**src/rtl/game_pkg.sv**
```systemverilog
// game_pkg: state encoding and default game constants shared by the player life logic.
package game_pkg;
    typedef enum logic [2:0] {PLAY, DYING, INVULN, LEVEL_WON, GAME_OVER} life_state_t;
    localparam int INIT_LIVES_DEF    = 3;
    localparam int INVULN_FRAMES_DEF = 60;
    localparam int DEATH_FRAMES_DEF  = 45;
endpackage

```
**src/rtl/frame_timer.sv**
```systemverilog
// frame_timer: loadable down-counter stepped once per frame; done marks the last frame.
module frame_timer #(
    parameter int TIMER_W = 7
) (
    input  logic               clk,
    input  logic               resetN,
    input  logic               load,
    input  logic [TIMER_W-1:0] load_val,
    input  logic               startOfFrame,
    output logic [TIMER_W-1:0] count,
    output logic               done
);
    always_ff @(posedge clk or negedge resetN)
        if (!resetN)
            count <= '0;
        else if (load)
            count <= load_val;
        else if (startOfFrame && count != '0)
            count <= count - TIMER_W'(1);

    assign done = startOfFrame && count == TIMER_W'(1);
endmodule

```
**src/rtl/player_life_manager.sv**
```systemverilog
// player_life_manager: condenses per-pixel collisions into one event per frame, tracks lives and
// runs the play/dying/invulnerable/won/over FSM. Define PLAYER_BLINK_EN to blink while invulnerable.
module player_life_manager
    import game_pkg::*;
#(
    parameter int INIT_LIVES    = INIT_LIVES_DEF,
    parameter int LIVES_W       = 3,
    parameter int INVULN_FRAMES = INVULN_FRAMES_DEF,
    parameter int DEATH_FRAMES  = DEATH_FRAMES_DEF,
    parameter int TIMER_W       = 7
) (
    input  logic               clk,
    input  logic               resetN,
    input  logic               startOfFrame,
    input  logic               player_hit,
    input  logic               player_door_idol,
    input  logic               all_enemies_dead,
    input  logic               restart,
    output logic [LIVES_W-1:0] lives,
    output logic               player_invulnerable,
    output logic               player_dying,
    output logic               player_respawn,
    output logic               level_won,
    output logic               game_over,
    output logic               player_blink
);
    if (DEATH_FRAMES == 0 || INVULN_FRAMES == 0) begin : g_zero_frames
        $error("player_life_manager: DEATH_FRAMES and INVULN_FRAMES must be nonzero");
    end
    if (INIT_LIVES >= 2**LIVES_W || DEATH_FRAMES >= 2**TIMER_W || INVULN_FRAMES >= 2**TIMER_W) begin : g_widths
        $error("player_life_manager: LIVES_W or TIMER_W too narrow");
    end

    life_state_t        state, state_next;
    logic [LIVES_W-1:0] lives_r, lives_next;
    logic               hit_pend, door_pend, restart_go;
    logic               timer_load, timer_done;
    logic [TIMER_W-1:0] timer_val, timer_count;

    assign restart_go = restart && (state == LEVEL_WON || state == GAME_OVER);

    // An overlap in the startOfFrame clk itself belongs to the next frame.
    always_ff @(posedge clk or negedge resetN)
        if (!resetN) begin
            hit_pend  <= 1'b0;
            door_pend <= 1'b0;
        end else begin
            hit_pend  <= !restart_go && (player_hit || (hit_pend && !startOfFrame));
            door_pend <= !restart_go && ((player_door_idol && all_enemies_dead) || (door_pend && !startOfFrame));
        end

    always_comb begin
        state_next     = state;
        lives_next     = lives_r;
        player_respawn = 1'b0;
        case (state)
            PLAY:
                if (startOfFrame && hit_pend) begin
                    state_next = DYING;
                    lives_next = lives_r == '0 ? '0 : lives_r - LIVES_W'(1);
                end else if (startOfFrame && door_pend)
                    state_next = LEVEL_WON;
            DYING:
                if (timer_done) begin
                    state_next     = lives_r == '0 ? GAME_OVER : INVULN;
                    player_respawn = lives_r != '0;
                end
            INVULN:
                if (startOfFrame && door_pend)
                    state_next = LEVEL_WON;
                else if (timer_done)
                    state_next = PLAY;
            LEVEL_WON, GAME_OVER:
                if (restart) begin
                    state_next     = PLAY;
                    lives_next     = LIVES_W'(INIT_LIVES);
                    player_respawn = 1'b1;
                end
            default: state_next = PLAY;
        endcase
    end

    assign timer_load = state_next != state;
    assign timer_val  = state_next == DYING  ? TIMER_W'(DEATH_FRAMES) :
                        state_next == INVULN ? TIMER_W'(INVULN_FRAMES) : '0;

    frame_timer #(.TIMER_W(TIMER_W)) u_timer (
        .clk          (clk),
        .resetN       (resetN),
        .load         (timer_load),
        .load_val     (timer_val),
        .startOfFrame (startOfFrame),
        .count        (timer_count),
        .done         (timer_done)
    );

    always_ff @(posedge clk or negedge resetN)
        if (!resetN) begin
            state               <= PLAY;
            lives_r             <= LIVES_W'(INIT_LIVES);
            lives               <= LIVES_W'(INIT_LIVES);
            player_invulnerable <= 1'b0;
            player_dying        <= 1'b0;
            level_won           <= 1'b0;
            game_over           <= 1'b0;
        end else begin
            state               <= state_next;
            lives_r             <= lives_next;
            lives               <= lives_r;
            player_invulnerable <= state == DYING || state == INVULN;
            player_dying        <= state == DYING;
            level_won           <= state == LEVEL_WON;
            game_over           <= state == GAME_OVER;
        end

`ifdef PLAYER_BLINK_EN
    // Frames spent in INVULN are recovered from the shared timer, so no extra counter is needed.
    logic [TIMER_W-1:0] invuln_elapsed;
    assign invuln_elapsed = TIMER_W'(INVULN_FRAMES) - timer_count;
    always_ff @(posedge clk or negedge resetN)
        if (!resetN)
            player_blink <= 1'b1;
        else
            player_blink <= state != INVULN || invuln_elapsed[2];
`else
    assign player_blink = 1'b1;
`endif
endmodule

```
**config.mk**
```make
export PLATFORM = sky130hd
export DESIGN_NAME = player_life_manager
export DESIGN_NICKNAME = d
export VERILOG_FILES = /design/src/rtl/game_pkg.sv /design/src/rtl/frame_timer.sv /design/src/rtl/player_life_manager.sv
export SDC_FILE = /design/constraint.sdc
export NUM_CORES = 1
export LEC_CHECK = 0
export ABC_AREA = 1
export CAP_MARGIN = 20
export CORE_MARGIN = 3
export CORE_UTILIZATION = 45
export CTS_CLUSTER_DIAMETER = 150
export DETAILED_ROUTE_END_ITERATION = 7
export GPL_TIMING_DRIVEN = 1
export PLACE_DENSITY = 0.67
export REMOVE_ABC_BUFFERS = 1
export SKIP_LAST_GASP = 1
export SYNTH_ARGS = -nofsm -noshare
export SYNTH_HDL_FRONTEND = slang
export SYNTH_SLANG_ARGS = --single-unit
```
**constraint.sdc**
```tcl
create_clock -name clk -period 4.4 [get_ports clk]
set_clock_uncertainty 0.05 [all_clocks]
set_input_delay 0.88 -clock clk [delete_from_list [all_inputs] [get_ports clk]]
set_output_delay 0.88 -clock clk [all_outputs]
set_load 0.01 [all_outputs]
```
After elaboration in Yosys (flattened, before gate mapping)

Cells that the tools add are included.

Memories kept: 0
Latch bits: 0
Flip-flop bits (word level): 22
RAM bits: 0
Logic and storage cells: 65
Input bits: 7
Memory bits (read-only): 0

Equal/unequal tests: 10
$mul: 0
Shift operators: 0
Bitwise gates (word level): 0
Add/subtract/negate cells: 2
Div/mod/pow operators: 0
$lt $le $gt $ge: 0
Multiplexer cells: 19
Reductions and logical operators: 24

Operators with widths:

| operator                                                           | count |
|---|---|
| 3-bit two-way mux                                                  | 10 |
| 7-bit two-way mux                                                  | 2 |
| 6-bit two-way mux                                                  | 2 |
| 3-bit one-hot mux with 4 select lines                              | 1 |
| 1-bit logical AND                                                  | 10 |
| 3-bit by 2-bit == test with 1-bit output, second input constant    | 3 |
| 7-bit by 1-bit == test with 1-bit output, second input constant    | 1 |
| 7-bit nonzero test                                                 | 1 |
| 7-bit by 1-bit subtractor with 7-bit output, second input constant | 1 |
| 3-bit by 1-bit == test with 1-bit output, second input constant    | 2 |
| 3-bit logical NOT                                                  | 2 |
| 3-bit one-hot mux with 2 select lines                              | 1 |
| 1-bit logical OR                                                   | 4 |
| 2-bit inequality test, second input constant                       | 2 |
| 2-bit nonzero test                                                 | 2 |
| 3-bit == test, second input constant                               | 1 |
| 3-bit inequality test                                              | 1 |
| 3-bit AND reduction                                                | 1 |
| 3-bit nonzero test                                                 | 1 |
| 3-bit by 1-bit subtractor with 3-bit output, second input constant | 1 |
| 1-bit logical NOT                                                  | 2 |
| 1-bit two-way mux                                                  | 2 |
| 1-bit one-hot mux with 2 select lines                              | 1 |
| 2-bit OR reduction                                                 | 1 |

Logic depth before layout (Yosys ltp)

Depth after elaboration: 9
Gate-level depth with buffers: 16

Modules after synthesis

A second synthesis with hierarchy kept.

Cell total of the unflattened synthesis: 173
Area, all modules: 1361.3 um^2

By module, submodules not included:

| module              | instances | cells each | seq. area each (um^2) | area each (um^2) |
|---|---|---|---|---|
| player_life_manager | 1         | 95         | 380.4                 | 824.5 |
| frame_timer         | 1         | 78         | 175.2                 | 536.8 |

Worst setup path after synthesis

No wires, ideal clock.

Path kind: input -> output
Start point: input startOfFrame
End point: output player_respawn
Cell stages on the path: 6
Data arrival time: 1.378 ns
Path slack: 2.092 ns
Buffers on the path: 0
Cells stage by stage: nand2_1 > inv_2 > nand2_1 > nor2_2 > nand3_1 > o21ai_0

Cells in the longest elaborated chain, start to end: 3

RTL lines:

| what                                  | RTL line                  | text |
|---|---|---|
| start, declared                       | player_life_manager.sv:14 | `input logic startOfFrame,` |
| 1-bit logical AND                     | frame_timer.sv:21         | `assign done = startOfFrame && count == TIMER_W'(1);` |
| 1-bit two-way mux                     | player_life_manager.sv:64 | `if (timer_done) begin` |
| 1-bit one-hot mux with 2 select lines | player_life_manager.sv:56 | `case (state)` |
| end, declared                         | player_life_manager.sv:22 | `output logic player_respawn,` |

No other way between the ends.

Final worst setup path

Ends and elaborated chain as after synthesis.

==> run metrics <==
status completed; I/O pin count 16; vias in the first global route roughly 1,000; Async SR Flop Fraction 100%; Starting Density 48.7%; IO buf count 14; clk sinks 22; die span in x 58.7 microns; RSZ-0062 raised after global routing false; Tot Pwr around 0.0010 W; Total Wirelength 2.32 mm; crit end category primary output; CTS tree built; post-synthesis register bit count 22; Setup violations, final 0; critical path class input pin to primary output; pin count of the biggest net entering global routing 23; Post-synth top flop dfrtp_1; crit-path cells clkdlybuf4s50_1 > nand2_1 > inv_2 > nand2_1 > nor2_2 > nand3_1 > o21ai_0 > clkdlybuf4s50_1; post-synthesis sequential area ratio between 40% and 50%; worst-path maximum fanout 6; clk buf depth 2; Max Clock Freq around 290 MHz; Synthesis Warnings 0; R2R Setup Slk ~2.5 ns; crit start category input pin; gr ovfl total 0; via/cell ratio between 4 and 5; Crit path buffers/inverters 3; Wirelength per Cell between 10 and 15 microns; CP arrival about 2.6 ns; Avg Cell Area, Syn about 8 sq um; DR iter-0 viols 29; Final min period 3.48 ns; post-synthesis cell type count 29; Placer Congestion 0.890; Syn Std Cell Area 0.00125 sq mm; commonest non-fill, non-tap cell in the layout nand2_1; DIE AREA roughly 0.0034 sq mm; max_slew headroom a little under two fifths; first-pass GRT wire length 4.28 mm; most frequent cells in the layout nand2_1 (39), inv_1 (23), dfrtp_1 (18); Std-Cell Rows 18; period utilisation layout about four fifths; final hold vios 0; Area Overhead vs Synth 16.1%; Antenna Violating Nets Remaining 0; family with the most delay on the worst path buffers and inverters; Max IR drop VDD approximately 0.00037 V; root buf cell clkbuf_4; postcts setup bufs 0; WHS between 0.3 and 0.4 ns; overall routing resource usage between 15 and 20%; CP max stage delay around 0.56 ns; fin nets approximately 190; required time worst endpoint between 3 and 4 ns; Max Slew Vio Count 0; leak pwr 0.763 nW; Tightest Pin Transition 0.946 ns; TritonCTS buffer count 3; total vias in the final route 992; insertion delay to the later sink of the worst-skew pair 0.30 ns; die height between 50 and 60 microns; # H-tree levels 1; initial antenna violation count 0; CTS clock-pin slew for the worst setup and hold paths approximately 0.11 ns; maxcap violations 0; number of antenna diodes 0; Post-synth EDFFs 0; final core occ about 57%; Core Region around 0.0026 sq mm; Post-route DRC 0; HP Class flop to flop; PD cells slightly above 700 mW/mm^2; CTS resizes 0; drt first pass iters 4; Critical-path top delay cell clkdlybuf4s50_1; dpl hpwl 1.89 mm; setup TNS 0 ns; Hold-fix buffers, CTS 0; layout cell share with drive strength beyond 1 13.7%; Mapped Cells approximately 160
[sequential cells by signal (all words and copies together), names as in the netlist, 3 cells and up]
register and cells:
state 3, lives 3, lives_r 3, u_timer.count 7
[cells in the mapped netlist, types with 2 or more instances]
cell type | count | share of area [%]
a21oi_1 | 4 | 1.6
dfrtp_1 | 18 | 36
dfstp_2 | 4 | 8.4
ha_1 | 3 | 3.0
inv_1 | 23 | 6.9
inv_2 | 4 | 1.2
nand2_1 | 39 | 12
nand2_2 | 5 | 2.5
nand3_1 | 9 | 3.6
nand4_1 | 4 | 2.0
nor2_1 | 15 | 4.5
nor2_2 | 3 | 1.5
nor3_1 | 2 | 0.80
o21ai_0 | 5 | 2.0
o21ai_1 | 2 | 0.80
xor2_1 | 6 | 4.2
[kinds of logic after synthesis]
logic type / count (synthesis) / synth area share (%)
adder cells (fa/ha/maj): 3 / 3.00
other: 1 / 0.300
flip-flops: 22 / 44.4
AND/OR/NAND/NOR: 79 / 28.4
XOR/XNOR: 6 / 4.20
buffers and inverters: 30 / 9.41
AO/OA/AOI/OAI: 18 / 10.2
[report_power, final]
part	switching, W	internal [W]	leakage, nW
Clock	0.0000599	0.0000505	0.0210
Combinational	0.000359	0.000225	0.473
Sequential	0.0000546	0.000295	0.269
[metal layers]
metal  GRT usage, %  vias up  wire length (microns)
li1               -      526                      -
met1           21.9      444                   1140
met2           26.2       18                   1060
met3           1.97        4                     95
met4           4.85        0                     25
met5              0        -                      0
[through the flow]
step / area, sq um / std cells / worst slack (ns)
floorplan: 1240 / 157 / 2.09
global placement: 1420 / 201 / 0.940
detailed placement: 1420 / 201 / 0.916
CTS: 1450 / 205 / 0.901
global route: 1450 / 205 / 0.805
finish: 1450 / 205 / 0.919
[final timing paths]
path,depth (start not counted),end,start
hold / removal,0,lives[1],lives_r[1]
setup / recovery,8,player_respawn,startOfFrame
max in group asynchronous,1,hit_pend,resetN
setup reg to reg,13,u_timer.count[0],u_timer.count[1]
hold reg to reg,0,lives[1],lives_r[1]
min in group asynchronous,1,u_timer.count[4],resetN
[cell type report]
| type | instances | area, sq um |
|---|---|---|
| Sequential cell | 22 | 556 |
| Fill cell | 259 | 1120 |
| Multi-Input combinational cell | 107 | 577 |
| Inverter | 28 | 105 |
| Clock buffer | 4 | 36.3 |
| Timing Repair Buffer | 14 | 140 |
| Tap cell | 30 | 37.5 |
(Power assumes the default switching activity.)
